`src/rtl/shift_pair_scheduler.sv`:
```
// shift_pair_scheduler
// Round-robin arbiter for two requesters sharing one shift_in_8bit datapath.
// Each transfer: one IDLE cycle to arbitrate and capture the word pair,
// two LOAD cycles with Load asserted, SHIFT_LEN SHIFT cycles counting down,
// then one DONE cycle pulsing the owner's Ack.
module shift_pair_scheduler #(
  parameter int SHIFT_LEN = 8
) (
  input  logic       CLK,
  input  logic       Reset_n,
  input  logic       Req0,
  input  logic       Req1,
  input  logic [7:0] Data0_A,
  input  logic [7:0] Data0_B,
  input  logic [7:0] Data1_A,
  input  logic [7:0] Data1_B,
  output logic [7:0] Data_A,
  output logic [7:0] Data_B,
  output logic       Load,
  output logic       Ack0,
  output logic       Ack1,
  output logic [1:0] Grant,
  output logic       Busy,
  output logic [3:0] Bit_Cnt
);

  typedef enum logic [1:0] {
    IDLE  = 2'd0,
    LOAD  = 2'd1,
    SHIFT = 2'd2,
    DONE  = 2'd3
  } state_t;

  // Five bits so that SHIFT_LEN = 16 still counts the full number of cycles.
  localparam logic [4:0] SHIFT_LEN_W = 5'(SHIFT_LEN);

  state_t     state_reg, state_next;
  logic       load_cnt_reg;     // high during the second LOAD cycle
  logic [4:0] cnt_reg;          // remaining shift cycles
  logic [1:0] grant_reg;        // one-hot owner, zero when idle
  logic       last_owner_reg;   // 0 = Req0 served last, 1 = Req1 served last
  logic [7:0] data_a_reg, data_b_reg;
  logic       any_req;
  logic       pick1;            // arbitration result: 1 selects Req1

  assign any_req = Req0 | Req1;
  // Req1 wins when it is alone, or on a tie when Req0 was the last one served.
  assign pick1   = Req1 & (~Req0 | ~last_owner_reg);

  // State register.
  always_ff @(posedge CLK or negedge Reset_n) begin
    if (!Reset_n) state_reg <= IDLE;
    else          state_reg <= state_next;
  end

  // Next-state logic.
  always_comb begin
    state_next = state_reg;
    unique case (state_reg)
      IDLE:    if (any_req) state_next = LOAD;
      LOAD:    if (load_cnt_reg) state_next = SHIFT;
      SHIFT:   if (cnt_reg == 5'd1) state_next = DONE;
      DONE:    state_next = IDLE;
      default: state_next = IDLE;
    endcase
  end

  // Transfer bookkeeping: owner, captured word pair, LOAD and SHIFT counters.
  always_ff @(posedge CLK or negedge Reset_n) begin
    if (!Reset_n) begin
      load_cnt_reg   <= 1'b0;
      cnt_reg        <= 5'd0;
      grant_reg      <= 2'b00;
      last_owner_reg <= 1'b1;
      data_a_reg     <= 8'h00;
      data_b_reg     <= 8'h00;
    end else begin
      load_cnt_reg <= (state_reg == LOAD) && !load_cnt_reg;
      unique case (state_reg)
        IDLE: begin
          cnt_reg <= 5'd0;
          if (any_req) begin
            grant_reg  <= pick1 ? 2'b10 : 2'b01;
            data_a_reg <= pick1 ? Data1_A : Data0_A;
            data_b_reg <= pick1 ? Data1_B : Data0_B;
          end
        end
        LOAD: begin
          if (load_cnt_reg) cnt_reg <= SHIFT_LEN_W;
        end
        SHIFT: begin
          cnt_reg <= cnt_reg - 5'd1;
        end
        DONE: begin
          last_owner_reg <= grant_reg[1];
          grant_reg      <= 2'b00;
          cnt_reg        <= 5'd0;
        end
        default: cnt_reg <= 5'd0;
      endcase
    end
  end

  // Outputs decoded from the current state; Bit_Cnt saturates at 15 when
  // SHIFT_LEN is 16 because the port is only four bits wide.
  always_comb begin
    Load    = 1'b0;
    Ack0    = 1'b0;
    Ack1    = 1'b0;
    Busy    = (state_reg != IDLE);
    Bit_Cnt = 4'd0;
    unique case (state_reg)
      LOAD:    Load = 1'b1;
      SHIFT:   Bit_Cnt = (cnt_reg > 5'd15) ? 4'd15 : cnt_reg[3:0];
      DONE: begin
        Ack0 = grant_reg[0];
        Ack1 = grant_reg[1];
      end
      default: ;
    endcase
  end

  assign Grant  = grant_reg;
  assign Data_A = data_a_reg;
  assign Data_B = data_b_reg;

endmodule

```
`config.mk`:
```
export PLATFORM = sky130hd
export DESIGN_NAME = shift_pair_scheduler
export DESIGN_NICKNAME = d
export VERILOG_FILES = /design/src/rtl/shift_pair_scheduler.sv
export SDC_FILE = /design/constraint.sdc
export NUM_CORES = 1
export LEC_CHECK = 0
export CELL_PAD_IN_SITES_DETAIL_PLACEMENT = 1
export CELL_PAD_IN_SITES_GLOBAL_PLACEMENT = 1
export CORE_MARGIN = 4
export CORE_UTILIZATION = 25
export CTS_CLUSTER_SIZE = 12
export DETAILED_ROUTE_END_ITERATION = 16
export GPL_TIMING_DRIVEN = 0
export PLACE_DENSITY = 0.77
export SYNTH_ARGS = -nofsm -noshare
export SYNTH_HDL_FRONTEND = slang
export SYNTH_SLANG_ARGS = --single-unit
```
`constraint.sdc`:
```
create_clock -name CLK -period 2.2 [get_ports CLK]
set_clock_uncertainty 0.15 [all_clocks]
set_input_delay 0.55 -clock CLK [delete_from_list [all_inputs] [get_ports CLK]]
set_output_delay 0.55 -clock CLK [all_outputs]
set_load 0.02 [all_outputs]
```
==> impl_metrics.toml <==
[synthesis]
synth-xor-area-share_pct = 0
synth-edff-count = 0
synth_flop_cell = "dfrtp_1"
synth_compound_area_share_pct = 23.1
synth.avg_cell_area_sq_um = 11.2
yosys.area_share.simple_pct = 16.4
synth_fp_nets = 161
synth_cells = 119
synth_top_area_share_pct = 48.8
yosys.area_share.adder_pct = 5.63
async_reset_ff_share_pct = 100
yosysWarnings = 0
synth_top_family_by_area = "compound AO/OA/AOI/OAI gates"
synth_cell_types = 31
netlist_area_sq_um = 1330
yosysTopAreaCell = "dfrtp_1"
synth_commonest_cells = "dfrtp_1 (26), a221o_1 (16), and2_0 (10), and2_1 (10)"
seq_area_frac_synth_pct = 50.8
muxShareOfSynthArea_pct = 0.844
ys_top_cells_by_area = "dfrtp_1 (49%), a221o_1 (12%), ha_1 (5.6%)"
yosys_register_bits = 27
yosysMostFrequentCell = "dfrtp_1"

[clock_network]
cts_buffer_depth = 2
cts.clk_slew.worst_paths_ns = 0.10
cts_buffers = 3
htreeDepth = 1
insertion_delay_ns = 0.27
cts_root_buf = "clkbuf_8"
cts_tree = "done"
postCtsSetupRepairBufs = 0
cts_sinks = 27

[flow_run]
drv_cap = 0

[floorplanning]
row_count = 26
io_pins = 62
fp.dieH_microns = 81.0
die_width_microns = 81.0
die-area_sq_um = 6570
start_util_pct = 25.9
coreArea_sq_um = 5140

[detailed_routing]
drt-wirelength-per-cell_microns = 14.8
drt_pass1_iterations = 3
routed_wl_mm = 3.76
num_vias = 1183
ant_nets = 0
drc = 0
drt-initial-drc-count = 31
viasPerCell = 4.66

[setup_path]
rrSetupSlack_ns = 0.18
cpPeakStageDelay_ns = 0.46
worstPathCellList = "ha_1, and2_1, dlygate4sd2_1"
critPathCaptureType = "primary output"
slowest_stage = "dfrtp_2"
cp_max_fo = 4
worstPathRequired_ns = 1.50
path_class = "flip-flop to primary output"
arrival_ns = 1.43
worstSetupStartpointType = "flip-flop"

[global_routing]
grt_pass1_wl_mm = 6.04
grt_pass1_vias = 1249
grt-ovfl-total = 0
track_usage_pct = 11.9
grt_max_degree = 28
antenna_found_initial = 0

[power_and_ir_drop]
pwr_density_cell_nw_per_um2 = 1360
vdd_ir_drop_max_v = 0.000464
total_power_w = 0.00281
p_leak_nw = 0.881

[outcome]
outcome = "finished clean"

[sta]
min_period_ns = 2.13
fmax_mhz = 470
layout_worst_path_cycle_share_pct = 96.8
setup_viol = 0
tns_ns = 0
slew_viol_final = 0
hold_viol = 0
slew_headroom_pct = 59.3
tightest_slew_ns = 0.610
setup_ws_ns = 0.0708
rsz0062_at_grt = "false"

[placement]
dp_hpwl_mm = 2.95
portBuffers = 61
preCtsSetupSlack_ns = -0.343
gp_congestion = 0.750
placed_cells = 250

[min_path]
min_path_type = "primary input to asynchronous set/reset pin"

[layout]
layout-drive-gt1-share_pct = 10.3
diodes = 0
syn2layout_area_growth_pct = 55.5
finalNonFillerCells = 254
nets = 227
-- cell families (layout without fill, tap and decap cells) --
| group | Yosys count | count (layout) |
|---|---|---|
| compound gates | 36 | 36 |
| fa+ha+maj | 6 | 6 |
| buf+inv | 11 | 76 |
| flops | 27 | 27 |
| mux | 1 | 1 |
| simple gates | 38 | 38 |
-- stage by stage --
step | instance area [sq um] | util (%) | hold slack (ns)
after global routing | 2070 | 40.4 | 0.168
after floorplan | 1330 | - | 0.104
final | 2070 | 40.4 | 0.123
after global placement | 2030 | 39.5 | 0.283
after CTS | 2090 | 40.6 | 0.301
after detailed placement | 2030 | 39.5 | 0.288
-- power by group --
group	internal, W	leakage, nW	switching [W]	total, W
sequential	0.000731	0.336	0.000158	0.000888
clock	0.000129	0.0217	0.000163	0.000291
combinational	0.000813	0.523	0.000819	0.00163
-- metal layers --
metal | track usage, % | vias to the layer above | wire length, microns
met3 | 2.66 | 2 | 241
met2 | 20.4 | 31 | 1970
li1 | - | 568 | -
met4 | 4.05 | 0 | 31
met1 | 14.6 | 582 | 1510
met5 | 0 | - | 0
-- what timing repair did --
item / CTS / global route
setup endpoints to repair: 8 / 13
cloned: 0 / 0
hold buffers: 0 / 0
resized for setup: 27 / 4
-- layout make-up --
cell class,count,area [sq um]
clock buffer,3,41.3
buffer,4,27.5
timing repair buffer,61,578
inverter,7,26.3
multi-input combinational,81,628
fill,602,3070
clock inverter,1,7.51
tap,70,87.6
sequential,27,678
-- final timing paths --
| kind | end | cells past startpoint | from |
|---|---|---|---|
| max | Ack0 | 3 | state_reg[1] |
| min | Data_A[6] | 1 | Reset_n |
| max reg2reg | state_reg[1] | 5 | cnt_reg[1] |
| min reg2reg | cnt_reg[1] | 1 | load_cnt_reg |
| max in group asynchronous | state_reg[1] | 1 | Reset_n |
| min in group CLK | cnt_reg[1] | 1 | load_cnt_reg |
-- worst max-delay path, delay by kind of cell, from the launching register on --
kind | cells | cell delay (ns)
flops | 1 | 0.46
buf+inv | 1 | 0.32
simple gates | 1 | 0.14
fa+ha+maj | 1 | 0.23
-- layout by cell type (no fill, tap or decap), types with 3 or more instances in the layout --
cell type,count
nand2_1,7
and2_0,10
a221o_1,16
clkbuf_8,4
o21a_1,3
dfrtp_1,25
clkdlybuf4s50_1,52
inv_1,6
ha_1,4
o21ai_0,3
buf_2,7
nand2b_1,3
and2_1,10
No activity file was read; power rests on OpenSTA's default activity.
==> RTL change 1 (same flow settings) <==
Put a register stage on the output `Bit_Cnt`, without a reset. The value now appears one clock later. The other outputs are not delayed to match.
--- a/src/rtl/shift_pair_scheduler.sv
+++ b/src/rtl/shift_pair_scheduler.sv
@@ -34,4 +34,6 @@
   // Five bits so that SHIFT_LEN = 16 still counts the full number of cycles.
   localparam logic [4:0] SHIFT_LEN_W = 5'(SHIFT_LEN);
+
+  logic [3:0] Bit_Cnt_d;
 
   state_t     state_reg, state_next;
@@ -109,8 +111,8 @@
     Ack1    = 1'b0;
     Busy    = (state_reg != IDLE);
-    Bit_Cnt = 4'd0;
+    Bit_Cnt_d = 4'd0;
     unique case (state_reg)
       LOAD:    Load = 1'b1;
-      SHIFT:   Bit_Cnt = (cnt_reg > 5'd15) ? 4'd15 : cnt_reg[3:0];
+      SHIFT:   Bit_Cnt_d = (cnt_reg > 5'd15) ? 4'd15 : cnt_reg[3:0];
       DONE: begin
         Ack0 = grant_reg[0];
@@ -125,4 +127,8 @@
   assign Data_B = data_b_reg;
 
+  always_ff @(posedge CLK) begin
+    Bit_Cnt <= Bit_Cnt_d;
+  end
+
 endmodule
 
Behaviour: not the same (a bounded check fails within 4 cycles, from zero or initial values and one cycle with Reset_n low).
==> RTL change 1 against the original RTL <==
Worst hold slack improved by 0.16 ns. Sequential cell count rose by 4. Setup slack improved by 0.023 ns. Power rose by 6.8%. Via count rose by 3.8%. Critical path type unchanged. Final cell count increased by 3.5%. Cell area grew 5.5%. Area after synthesis grew 6.0%. First-iteration DRC count down 9.7%. Highest routed layer unchanged. Routed wire length is 3.9% higher.
==> RTL change 1: results (changes against the original RTL) <==
status: "finished clean"
cts-root-buf: "clkbuf_8"
wl_met1_um: 1810  # +20%
dp_slack_ns: -0.126  # +0.217 ns
grt_pass1_vias: 1294  # +3.6%
max-vdd-ir-drop_mv: 0.399  # -14%
routed_wirelength_um: 3910  # +3.9%
synth_area_leaders: "dfrtp_1 (46%), a221o_1 (11%), and2_1 (8.8%)"
crit_arrival_ns: 1.41  # -0.02 ns
p_leak_nw: 0.935  # +6.1%
drive_above_1_share_pct: 6.28  # -4.0 points
grt_pass1_wl_um: 6580  # +8.8%
drt_iter0_markers: 28  # -9.7%
slew_headroom_pct: 19.9  # -39 points
met2_length_um: 1810  # -8.1%
numCtsBuffers: 5  # +2
hpwl_um: 3040  # +2.9%
layout_min_cycle_time_ns: 2.11  # -0.0229 ns
synthArstFlopShare_pct: 87.1  # -13 points
grt_use_total_pct: 11.6  # -0.27 points
hold_class: "register to register"
final-setup-viol-count: 0  # unchanged
nNetsFinal: 232  # +2.2%
ctsResizeCount: 5  # -81%
clk_pin_slew_ns: 0.06  # -0.04 ns
ys_seq_area_share_pct: 53.5  # +2.8 points
crit_path_top_delay_cell: "dfrtp_1"
yosys-top-cells-count: "dfrtp_1 (26), and2_1 (20), a221o_1 (16)"
gp_congestion: 0.741  # -1.2%
syn-num-nets: 164  # +1.9%
critPathMaxStageDelay_ns: 0.41  # -0.05 ns
drt-pass1-iter-count: 4  # +1
cp_top_family: "flip-flops"
r2r.worst_path.cells: 6  # +1
num-fill-cells: 603  # +0.17%
place_area_um2: 2110  # +4.1%
via_per_inst: 4.67  # +0.25%
[RTL change 1: final timing paths]
kind	start	end
worst max-delay path	state_reg[0]	Ack0
worst min-delay path	load_cnt_reg	cnt_reg[1]
worst max register to register	state_reg[0]	Data_A[1]
worst min register to register	load_cnt_reg	cnt_reg[1]
max in group asynchronous	Reset_n	Data_A[4]
min in group asynchronous	Reset_n	cnt_reg[1]
[RTL change 1: layout make-up]
class	instances	area share [%]
Sequential cell	31	34.6
Inverter	7	1.20
Timing Repair Buffer	61	27.5
Clock inverter	1	0.229
Multi-Input combinational cell	80	28.1
Tap cell	72	4.11
Clock buffer	7	3.49
Buffer	4	0.800
[RTL change 1: where the power goes]
group | switching [mW] | total [mW] | internal [mW]
clock | 0.194 | 0.416 | 0.221
combinational | 0.794 | 1.60 | 0.809
sequential | 0.156 | 0.984 | 0.828
[RTL change 1: routing by layer]
layer	vias up	GRT usage, %
li1	584	-
met1	596	15.2
met2	44	18.4
met3	4	3.77
met4	0	3.12
met5	-	0
[RTL change 1: through the flow]
step | setup TNS [ns] | std cells | hold WS, ns | util, %
finish | 0 | 263 | 0.287 | 39.8
floorplan | 0 | 122 | 0.104 | -
detailed placement | -1.07 | 255 | 0.291 | 38.4
global placement | -1.46 | 255 | 0.282 | 38.4
CTS | 0 | 263 | 0.289 | 39.8
global route | 0 | 263 | 0.336 | 39.8
[RTL change 1: kinds of logic after synthesis]
group	share of synthesized area (%)
simple gates	15.2
fa+ha+maj	5.31
compound gates	22.0
buf+inv	3.10
mux	0.796
flops	53.5
[RTL change 1: worst register-to-register path: stages, from the launching register on]
cell and delay, ns:
dfrtp_1 0.41, inv_1 0.09, ha_1 0.26, nand2_1 0.10
nor2_1 0.41, buf_2 0.33, a221o_1 0.20
==> RTL change 2 (same settings) <==
Made on the original files. The parameter `SHIFT_LEN` goes from 8 to 6.
--- a/src/rtl/shift_pair_scheduler.sv
+++ b/src/rtl/shift_pair_scheduler.sv
@@ -5,5 +5,5 @@
 // then one DONE cycle pulsing the owner's Ack.
 module shift_pair_scheduler #(
-  parameter int SHIFT_LEN = 8
+  parameter int SHIFT_LEN = 6
 ) (
   input  logic       CLK,
Behaviour: not the same (a bounded check fails within 4 cycles, from zero or initial values and one cycle with Reset_n low).
==> RTL change 2 against the original RTL <==
Power is 2.8% higher. Cell area up 1.1%. First-iteration DRC count rose by 68%. Area after synthesis grew 0.66%. Routed wire length up 8.6%. Setup slack worse by 0.0044 ns. Sequential cell count unchanged. Critical path type unchanged.
==> RTL change 2: results (changes against the original RTL) <==
grt_pass1_vias: 1295  # +3.7%
syn-num-nets: 163  # +1.2%
ys_seq_area_share_pct: 50.4  # -0.33 points
clk_pin_slew_ns: 0.10  # about the same
numCtsBuffers: 3  # unchanged
syn_avg_cell_area_um2: 11.1  # -1.0%
gp_congestion: 0.766  # +2.1%
post-cts-setup-buffer-count: 0  # unchanged
drt-pass1-iter-count: 4  # +1
antenna_found_initial: 0  # unchanged
grt_pass1_wl_um: 6530  # +8.0%
status: "finished clean"
grt_use_total_pct: 12.5  # +0.66 points
dp_cells: 252  # +0.80%
yosys-top-cells-count: "dfrtp_1 (26), a221o_1 (16), and2_1 (10)"
synth.distinct_cells: 33  # +6.5%
synthArstFlopShare_pct: 100  # unchanged
htree_num_levels: 1  # unchanged
final-setup-viol-count: 0  # unchanged
clkLatencyLatePin_ns: 0.27  # about the same
drive_above_1_share_pct: 12.9  # +2.6 points
slew_headroom_pct: 57.6  # -1.7 points
synth_area_leaders: "dfrtp_1 (48%), a221o_1 (12%), ha_1 (5.6%)"
grt_max_degree: 28  # unchanged
drc: 0  # unchanged
hpwl_um: 3070  # +4.0%
crit_fanout: 6  # +2
cts-root-buf: "clkbuf_8"
antennaDiodeCount: 0  # unchanged
via_per_inst: 4.81  # +3.3%
p_leak_nw: 0.893  # +1.4%
stdcell_count: 256  # +0.79%
hold_class: "primary input to asynchronous set/reset pin"
drt_iter0_markers: 52  # +68%
max-vdd-ir-drop_mv: 0.417  # -10%
yosysWarnings: 0  # unchanged
routedWlPerCell_um: 15.9  # +7.7%
ctsLongestPathBuffers: 2  # unchanged
io_buffers: 61  # unchanged
dp_slack_ns: -0.374  # -0.0308 ns
nNetsFinal: 229  # +0.88%
RTL change 2: cell types whose count changed after synthesis, sizes merged, moves of 2 or more:
cell,change
buf,-2
clkbuf,+2
inv,+2
nand2,-2
nor2,+2
RTL change 2: final cells by class:
cell class | count | area (um2)
fill | 570 | 3070
sequential | 27 | 677
multi-input combinational | 81 | 639
timing repair buffer | 61 | 587
tap | 70 | 87.6
clock buffer | 4 | 45.0
inverter | 9 | 33.8
buffer | 4 | 28.8
RTL change 2: metal layers:
metal / global-route usage, % / vias to the layer above / wire length, um / share of wire [%]
met5: 0 / - / 0 / 0
met1: 17.1 / 612 / 1900 / 47
li1: - / 577 / - / -
met3: 2.88 / 4 / 228 / 5.6
met4: 2.87 / 0 / 30 / 0.74
met2: 20.0 / 39 / 1920 / 47
RTL change 2: cells by family (layout without fill, tap and decap cells):
family          Yosys count  count (layout)  share of synthesized area [%]
fa+ha+maj                 6               6                           5.59
simple gates             36              36                           15.7
buf+inv                  13              78                           3.63
flops                    27              27                           50.4
compound gates           38              38                           23.9
mux                       1               1                          0.839
RTL change 2: worst max-delay path: stages (launching register included):
cell	delay, ns
dfrtp_1	0.45
inv_1	0.12
ha_2	0.24
inv_1	0.09
clkdlybuf4s15_2	0.26
RTL change 2: final timing paths:
path / end / slack (ns) / from / cells past startpoint
worst max-delay path: Busy / 0.07 / state_reg[1] / 4
max in group asynchronous: Data_B[6] / 1.35 / Reset_n / 1
min in group CLK: Grant[1] / 0.40 / Grant[1] / 2
worst max register to register: state_reg[1] / 0.19 / state_reg[1] / 5
worst min-delay path: Grant[1] / 0.13 / Reset_n / 1
worst min register to register: Grant[1] / 0.40 / Grant[1] / 2
RTL change 2: stage by stage:
step	area, um2	power [mW]	setup TNS [ns]
after floorplan	1340	1.89	0
after global placement	2040	2.56	-6.77
after detailed placement	2040	2.60	-7.44
after CTS	2090	2.89	0
after global routing	2100	3.14	-0.000618
final	2100	2.89	0
RTL change 2: repair_timing:
item,CTS,global route
hold buffers,0,0
gates resized for setup,30,11
setup endpoints to repair,18,15
RTL change 2: report_power, final:
part	switching, mW	internal (mW)
Clock	0.161	0.130
Combinational	0.845	0.853
Sequential	0.170	0.732
Total	1.18	1.72
